--- src/rtl/floppy_head_stepper_pkg.sv ---
// Shared definitions for the floppy head-positioning logic: opcodes, FSM state
// encoding and the sizing helper used for the shared step/settle timer.
package floppy_pkg;

   localparam int TRACK_W     = 7;
   localparam int FPGA_CLK_HZ = 50_000_000;

   localparam logic [1:0] OP_SEEK  = 2'b00;
   localparam logic [1:0] OP_RECAL = 2'b01;

   localparam logic [2:0] ST_IDLE   = 3'd0;
   localparam logic [2:0] ST_PULSE  = 3'd1;
   localparam logic [2:0] ST_GAP    = 3'd2;
   localparam logic [2:0] ST_SETTLE = 3'd3;
   localparam logic [2:0] ST_FINISH = 3'd4;

   function automatic int max3(input int a, input int b, input int c);
      int m;
      m = a;
      if (b > m) begin
         m = b;
      end else begin
         m = m;
      end
      if (c > m) begin
         m = c;
      end else begin
         m = m;
      end
      return m;
   endfunction

endpackage

--- src/rtl/floppy_head_stepper_sync2.sv ---
// Generic two-flop synchronizer for asynchronous drive status pins
// (TRK00, INDEX, DSKCHG, WPT); the reset value is chosen per pin.
module sync2 #(
   parameter int             W       = 1,
   parameter logic [W-1:0]   RST_VAL = {W{1'b0}}
) (
   input  logic         clk,
   input  logic         rst_n,
   input  logic [W-1:0] d,
   output logic [W-1:0] q
);

   logic [W-1:0] meta_q;
   logic [W-1:0] sync_q;

   // two-stage capture of the asynchronous input
   always_ff @(posedge clk or negedge rst_n) begin
      if (!rst_n) begin
         meta_q <= RST_VAL;
         sync_q <= RST_VAL;
      end else begin
         meta_q <= d;
         sync_q <= meta_q;
      end
   end

   assign q = sync_q;

endmodule

--- src/rtl/floppy_head_stepper.sv ---
// Head-positioning controller: turns SEEK/RECAL commands into timed active-low
// STEP pulses with DIR, tracks the cylinder and reports done/error after settle.
module floppy_head_stepper
   import floppy_pkg::*;
#(
   parameter int STEP_PULSE_CYC = 50,
   parameter int STEP_RATE_CYC  = 150000,
   parameter int SETTLE_CYC     = 750000,
   parameter int MAX_TRACK      = 79,
   parameter int RECAL_LIMIT    = 85
) (
   input  logic               fpga_clk,
   input  logic               RESET_IN_N,
   input  logic               cmd_valid,
   output logic               cmd_ready,
   input  logic [1:0]         cmd_op,
   input  logic [TRACK_W-1:0] cmd_track,
   output logic               done,
   output logic               error,
   output logic [TRACK_W-1:0] cur_track,
   output logic               track_valid,
   input  logic               TRK00,
   output logic               STEP,
   output logic               DIR
);

   localparam int TMR_MAX = max3(STEP_PULSE_CYC, STEP_RATE_CYC, SETTLE_CYC);
   localparam int TMR_W   = $clog2(TMR_MAX + 1);
   localparam int CNT_W   = $clog2(RECAL_LIMIT + 1);

   localparam logic [TMR_W-1:0]   PULSE_LAST  = TMR_W'(STEP_PULSE_CYC - 1);
   localparam logic [TMR_W-1:0]   RATE_LAST   = TMR_W'(STEP_RATE_CYC - 1);
   localparam logic [TMR_W-1:0]   SETTLE_LAST = TMR_W'(SETTLE_CYC - 1);
   localparam logic [TMR_W-1:0]   TMR_ZERO    = {TMR_W{1'b0}};
   localparam logic [CNT_W-1:0]   RECAL_LIM   = CNT_W'(RECAL_LIMIT);
   localparam logic [CNT_W-1:0]   CNT_ZERO    = {CNT_W{1'b0}};
   localparam logic [TRACK_W-1:0] MAX_TRK     = TRACK_W'(MAX_TRACK);
   localparam logic [TRACK_W-1:0] TRK_ZERO    = {TRACK_W{1'b0}};

   logic [2:0]         state_q, state_d;
   logic [TMR_W-1:0]   timer_q, timer_d;
   logic [CNT_W-1:0]   step_cnt_q, step_cnt_d;
   logic [TRACK_W-1:0] cur_track_q, cur_track_d;
   logic [TRACK_W-1:0] target_q, target_d;
   logic               track_valid_q, track_valid_d;
   logic               is_recal_q, is_recal_d;
   logic               err_q, err_d;
   logic               error_q, error_d;
   logic               done_q, done_d;
   logic               cmd_ready_q, cmd_ready_d;
   logic               step_q, step_d;
   logic               dir_q, dir_d;
   logic               trk00_sync;
   logic               trk0;
   logic               accept;

   sync2 #(
      .W       (1),
      .RST_VAL (1'b1)
   ) u_trk00_sync (
      .clk   (fpga_clk),
      .rst_n (RESET_IN_N),
      .d     (TRK00),
      .q     (trk00_sync)
   );

   assign trk0   = ~trk00_sync;
   assign accept = cmd_valid & cmd_ready_q & (state_q == ST_IDLE);

   // next-state and datapath for the whole positioning sequence
   always_comb begin
      state_d       = state_q;
      timer_d       = timer_q;
      step_cnt_d    = step_cnt_q;
      cur_track_d   = cur_track_q;
      target_d      = target_q;
      track_valid_d = track_valid_q;
      is_recal_d    = is_recal_q;
      err_d         = err_q;
      error_d       = error_q;
      dir_d         = dir_q;
      done_d        = 1'b0;

      case (state_q)
         ST_IDLE: begin
            if (accept) begin
               err_d      = 1'b0;
               error_d    = 1'b0;
               timer_d    = TMR_ZERO;
               step_cnt_d = CNT_ZERO;
               if (cmd_op == OP_RECAL) begin
                  is_recal_d = 1'b1;
                  dir_d      = 1'b1;
                  if (trk0) begin
                     // already parked on track 0: recalibrated without stepping
                     cur_track_d   = TRK_ZERO;
                     track_valid_d = 1'b1;
                     state_d       = ST_SETTLE;
                  end else begin
                     state_d = ST_PULSE;
                  end
               end else if ((cmd_op != OP_SEEK) || !track_valid_q || (cmd_track > MAX_TRK)) begin
                  err_d   = 1'b1;
                  state_d = ST_FINISH;
               end else if (cmd_track == cur_track_q) begin
                  is_recal_d = 1'b0;
                  state_d    = ST_SETTLE;
               end else begin
                  is_recal_d = 1'b0;
                  dir_d      = (cmd_track < cur_track_q);
                  target_d   = cmd_track;
                  state_d    = ST_PULSE;
               end
            end else begin
               state_d = ST_IDLE;
            end
         end

         ST_PULSE: begin
            timer_d = timer_q + 1'b1;
            if (timer_q == PULSE_LAST) begin
               state_d = ST_GAP;
               if (dir_q) begin
                  if (cur_track_q != TRK_ZERO) begin
                     cur_track_d = cur_track_q - 1'b1;
                  end else begin
                     cur_track_d = TRK_ZERO;
                  end
               end else begin
                  if (cur_track_q != MAX_TRK) begin
                     cur_track_d = cur_track_q + 1'b1;
                  end else begin
                     cur_track_d = MAX_TRK;
                  end
               end
               if (is_recal_q) begin
                  step_cnt_d = step_cnt_q + 1'b1;
               end else begin
                  step_cnt_d = step_cnt_q;
               end
            end else begin
               state_d = ST_PULSE;
            end
         end

         ST_GAP: begin
            if (timer_q == RATE_LAST) begin
               timer_d = TMR_ZERO;
               if (is_recal_q && trk0) begin
                  cur_track_d   = TRK_ZERO;
                  track_valid_d = 1'b1;
                  state_d       = ST_SETTLE;
               end else if (is_recal_q && (step_cnt_q == RECAL_LIM)) begin
                  // never saw track 0: position is unknown, skip the settle
                  err_d         = 1'b1;
                  track_valid_d = 1'b0;
                  state_d       = ST_FINISH;
               end else if (!is_recal_q && (cur_track_q == target_q)) begin
                  state_d = ST_SETTLE;
               end else begin
                  state_d = ST_PULSE;
               end
            end else begin
               timer_d = timer_q + 1'b1;
               state_d = ST_GAP;
            end
         end

         ST_SETTLE: begin
            if (timer_q == SETTLE_LAST) begin
               timer_d = TMR_ZERO;
               state_d = ST_FINISH;
            end else begin
               timer_d = timer_q + 1'b1;
               state_d = ST_SETTLE;
            end
         end

         ST_FINISH: begin
            done_d  = 1'b1;
            error_d = err_q;
            state_d = ST_IDLE;
         end

         default: begin
            timer_d = TMR_ZERO;
            state_d = ST_IDLE;
         end
      endcase
   end

   // output shaping: STEP mirrors the PULSE state, ready mirrors IDLE
   always_comb begin
      step_d      = (state_d != ST_PULSE);
      cmd_ready_d = (state_d == ST_IDLE);
   end

   // state and datapath registers
   always_ff @(posedge fpga_clk or negedge RESET_IN_N) begin
      if (!RESET_IN_N) begin
         state_q       <= ST_IDLE;
         timer_q       <= TMR_ZERO;
         step_cnt_q    <= CNT_ZERO;
         cur_track_q   <= TRK_ZERO;
         target_q      <= TRK_ZERO;
         track_valid_q <= 1'b0;
         is_recal_q    <= 1'b0;
         err_q         <= 1'b0;
         error_q       <= 1'b0;
         done_q        <= 1'b0;
         cmd_ready_q   <= 1'b0;
         step_q        <= 1'b1;
         dir_q         <= 1'b1;
      end else begin
         state_q       <= state_d;
         timer_q       <= timer_d;
         step_cnt_q    <= step_cnt_d;
         cur_track_q   <= cur_track_d;
         target_q      <= target_d;
         track_valid_q <= track_valid_d;
         is_recal_q    <= is_recal_d;
         err_q         <= err_d;
         error_q       <= error_d;
         done_q        <= done_d;
         cmd_ready_q   <= cmd_ready_d;
         step_q        <= step_d;
         dir_q         <= dir_d;
      end
   end

   assign cmd_ready   = cmd_ready_q;
   assign done        = done_q;
   assign error       = error_q;
   assign cur_track   = cur_track_q;
   assign track_valid = track_valid_q;
   assign STEP        = step_q;
   assign DIR         = dir_q;

endmodule

--- config.mk ---
export PLATFORM = sky130hd
export DESIGN_NAME = floppy_head_stepper
export DESIGN_NICKNAME = d
export VERILOG_FILES = /design/src/rtl/floppy_head_stepper_pkg.sv /design/src/rtl/floppy_head_stepper_sync2.sv /design/src/rtl/floppy_head_stepper.sv
export SDC_FILE = /design/constraint.sdc
export NUM_CORES = 1
export LEC_CHECK = 0
export ABC_CLOCK_PERIOD_IN_PS = 4340
export BUFFER_PORTS_ARGS = -buffer_cell sky130_fd_sc_hd__buf_2
export CORE_UTILIZATION = 60
export DETAILED_ROUTE_END_ITERATION = 8
export PLACE_DENSITY = 0.77
export SYNTH_ARGS = -nofsm -noshare
export SYNTH_HDL_FRONTEND = slang
export SYNTH_HIERARCHICAL = 1
export SYNTH_SLANG_ARGS = --single-unit
--- constraint.sdc ---
create_clock -name fpga_clk -period 4.34 [get_ports fpga_clk]
set_input_delay 1.302 -clock fpga_clk [delete_from_list [all_inputs] [get_ports fpga_clk]]
set_output_delay 1.302 -clock fpga_clk [all_outputs]
set_load 0.05 [all_outputs]
==> results.yml <==
yosys:
  syn_nets: 403
  synth_cell_types: 61
  ys_ff_latch: 54
  synthArstFlopShare: 1.00
  synth-edff-count: 0
  synth_cells: 376
  synth.avg_cell_area_sq_um: 9.16
  ys_warn_count: 6
  syn_area_sq_um: 3440
  synth_ff_type: "dfrtp_1"
  yosys-top-cells-area: "dfrtp_1, ha_1, nand2_1, o21ai_0, nand3_1"
  yosysTopAreaCellShare: 0.363
  synth-seq-area-share: 0.394
  yosysTopAreaCell: "dfrtp_1"
grt:
  grt_pass1_wl_mm: 13.3
  grtUsageTotal: 0.281
  grt_max_degree: 42
  grt_pass1_vias: 2889
  gr-total-overflow: 0
  antenna_found_initial: 0
routing:
  drt_iter0_drc: 258
  first_pass_iters: 4
  routed-via-count: 2925
  vias_per_cell: 6.26
  wirelength_mm: 7.73
  ant_nets: 0
  route.detailed.drc: 0
  drt-wirelength-per-cell_um: 16.5
cts:
  cts_resized: 0
  holdBufCountCts: 0
  insertion_delay_ps: 310
  clock-sinks: 54
  post_cts_buffers: 0
  cts_buffers: 5
  clk_path_buf_depth: 2
  cts_root_buf: "clkbuf_8"
  cts.htree.levels: 2
  cts_tree: "built"
  cts.reportedPaths.clkPinSlew_ps: 100
worst_setup_path:
  crit_chain: "buf_2 -> nand2b_1 -> o41a_1 -> nor4_4 -> o211ai_2 -> a2111oi_0 -> a21o_1"
  required_ps: 4590
  cp-end-kind: "flip-flop"
  crit_type: "input pin to flip-flop"
  cp_data_arrival_time_ps: 3060
  cp_max_fo: 12
  crit_path_top_delay_cell: "o41a_1"
  worstSetupStartpointType: "input pin"
  max_stage_delay_ps: 390
sta:
  finalClockSkew_ps: 7.59
  fin_setup_tns_ps: 0
  fmax_mhz: 355
  worst_slack_ps: 1520
  maxSlewHeadroom: 0.397
  finalCriticalPeriod_ps: 2820
  worst_pin_slew_ps: 905
  period_share: 0.649
  hold_viol: 0
  rsz0062_at_grt: "no"
  slew_violations: 0
  setup_viol: 0
status:
  outcome: "finished, final reports clean"
placement:
  dpl.cell_count: 459
  hpwlAfterDp_mm: 5.59
  port_buffers: 25
  preCtsSetupSlack_ps: 1210
  finalWeightedCongestion: 0.821
floorplan:
  core-area_sq_um: 5510
  rows: 27
  start_util: 0.626
  die-area_sq_um: 6050
  die_h_um: 77.8
  io_pins: 26
  die_w_um: 77.8
power_and_ir_drop:
  ir_drop_mv: 0.416
  p_leak_nw: 1.68
  p_per_area_nw_per_um2: 585
final_layout:
  diodes: 0
  utilization: 0.674
  fin_nets: 421
  final_cell_mix: "dfrtp_1, nand2_1, buf_2"
  drive_above_1_share: 0.154
  syn2layout_area_growth_pct: 7.74
  layout_commonest_cell: "dfrtp_1"
  fin_cells: 467
flow_run:
  maxCapViolCount: 0
min_path:
  hold_class: "flip-flop to flip-flop"
[area by class of cell]
| type | instances | area [sq um] |
|---|---|---|
| clock buffers | 6 | 72.6 |
| repair buffers | 29 | 155 |
| multi-input cells | 284 | 1920 |
| fillers | 442 | 1800 |
| flip-flops and latches | 54 | 1360 |
| inverters | 20 | 75.1 |
| clock inverters | 2 | 37.5 |
| well taps | 72 | 90.1 |
[worst max-delay path: cells and delay by family]
| family | cells | cell delay [ps] |
|---|---|---|
| AO/OA/AOI/OAI | 4 | 1160 |
| buffers and inverters | 1 | 120 |
| AND/OR/NAND/NOR | 2 | 470 |
[stage by stage]
| step | hold slack (ps) | cell area, sq um | total power [mW] |
|---|---|---|---|
| 5_1_grt | 366 | 3710 | 2.33 |
| 6_report | 361 | 3710 | 2.17 |
| 4_1_cts | 362 | 3710 | 2.18 |
| 3_3_place_gp | 346 | 3600 | 1.81 |
| 3_5_place_dp | 347 | 3600 | 1.84 |
| 2_1_floorplan | 345 | 3440 | 1.57 |
[power by group]
part | total [mW] | switching, mW | leakage (nW) | internal, mW
Clock | 0.337 | 0.165 | 0.0514 | 0.172
Sequential | 0.797 | 0.177 | 0.712 | 0.620
Combinational | 1.04 | 0.681 | 0.912 | 0.357
Total | 2.17 | 1.02 | 1.68 | 1.15
[logic make-up after synthesis]
family,synth area share
AOI/OAI and AO/OA,0.192
xor gates and xnor gates,0.0356
adders and majority gates,0.0509
buffers and inverters,0.0476
DFF,0.394
muxes,0.0291
and+or+nand+nor,0.251
[synth_stat cells, drive strengths merged, types with 9 or more instances]
cell type and number:
a21o 9, a21oi 17, buf 9, clkbuf 9
dfrtp 50, ha 14, inv 20, nand2 34
nand3 22, nand4 15, nor2 23, nor3 9
nor4 10, o21ai 26, xor2 12
[routing by layer]
metal,vias up,part of all wire,track usage
met5,-,0,0
met4,0,0.013,0.108
met3,9,0.031,0.0471
met2,69,0.49,0.471
met1,1419,0.46,0.362
li1,1428,-,-
[sequential cells by signal, summed over array words and instances, names as in the netlist, 3 cells and up]
| name | flops |
|---|---|
| cur_track | 7 |
| state_q | 3 |
| step_cnt_q | 7 |
| target_q | 7 |
| timer_q | 20 |
[final timing paths]
check / from / to / slack, ps / cells past startpoint
max in group asynchronous: RESET_IN_N / timer_q[7] / 2480 / 2
hold reg to reg: u_trk00_sync/meta_q / u_trk00_sync/q / 360 / 0
setup reg to reg: cur_track[2] / cur_track[4] / 1960 / 4
setup / recovery: cmd_op[1] / cur_track[2] / 1520 / 7
min in group asynchronous: RESET_IN_N / cur_track[0] / 1120 / 1
hold / removal: u_trk00_sync/meta_q / u_trk00_sync/q / 360 / 0
Note: power is estimated with default switching activity, not from simulation.
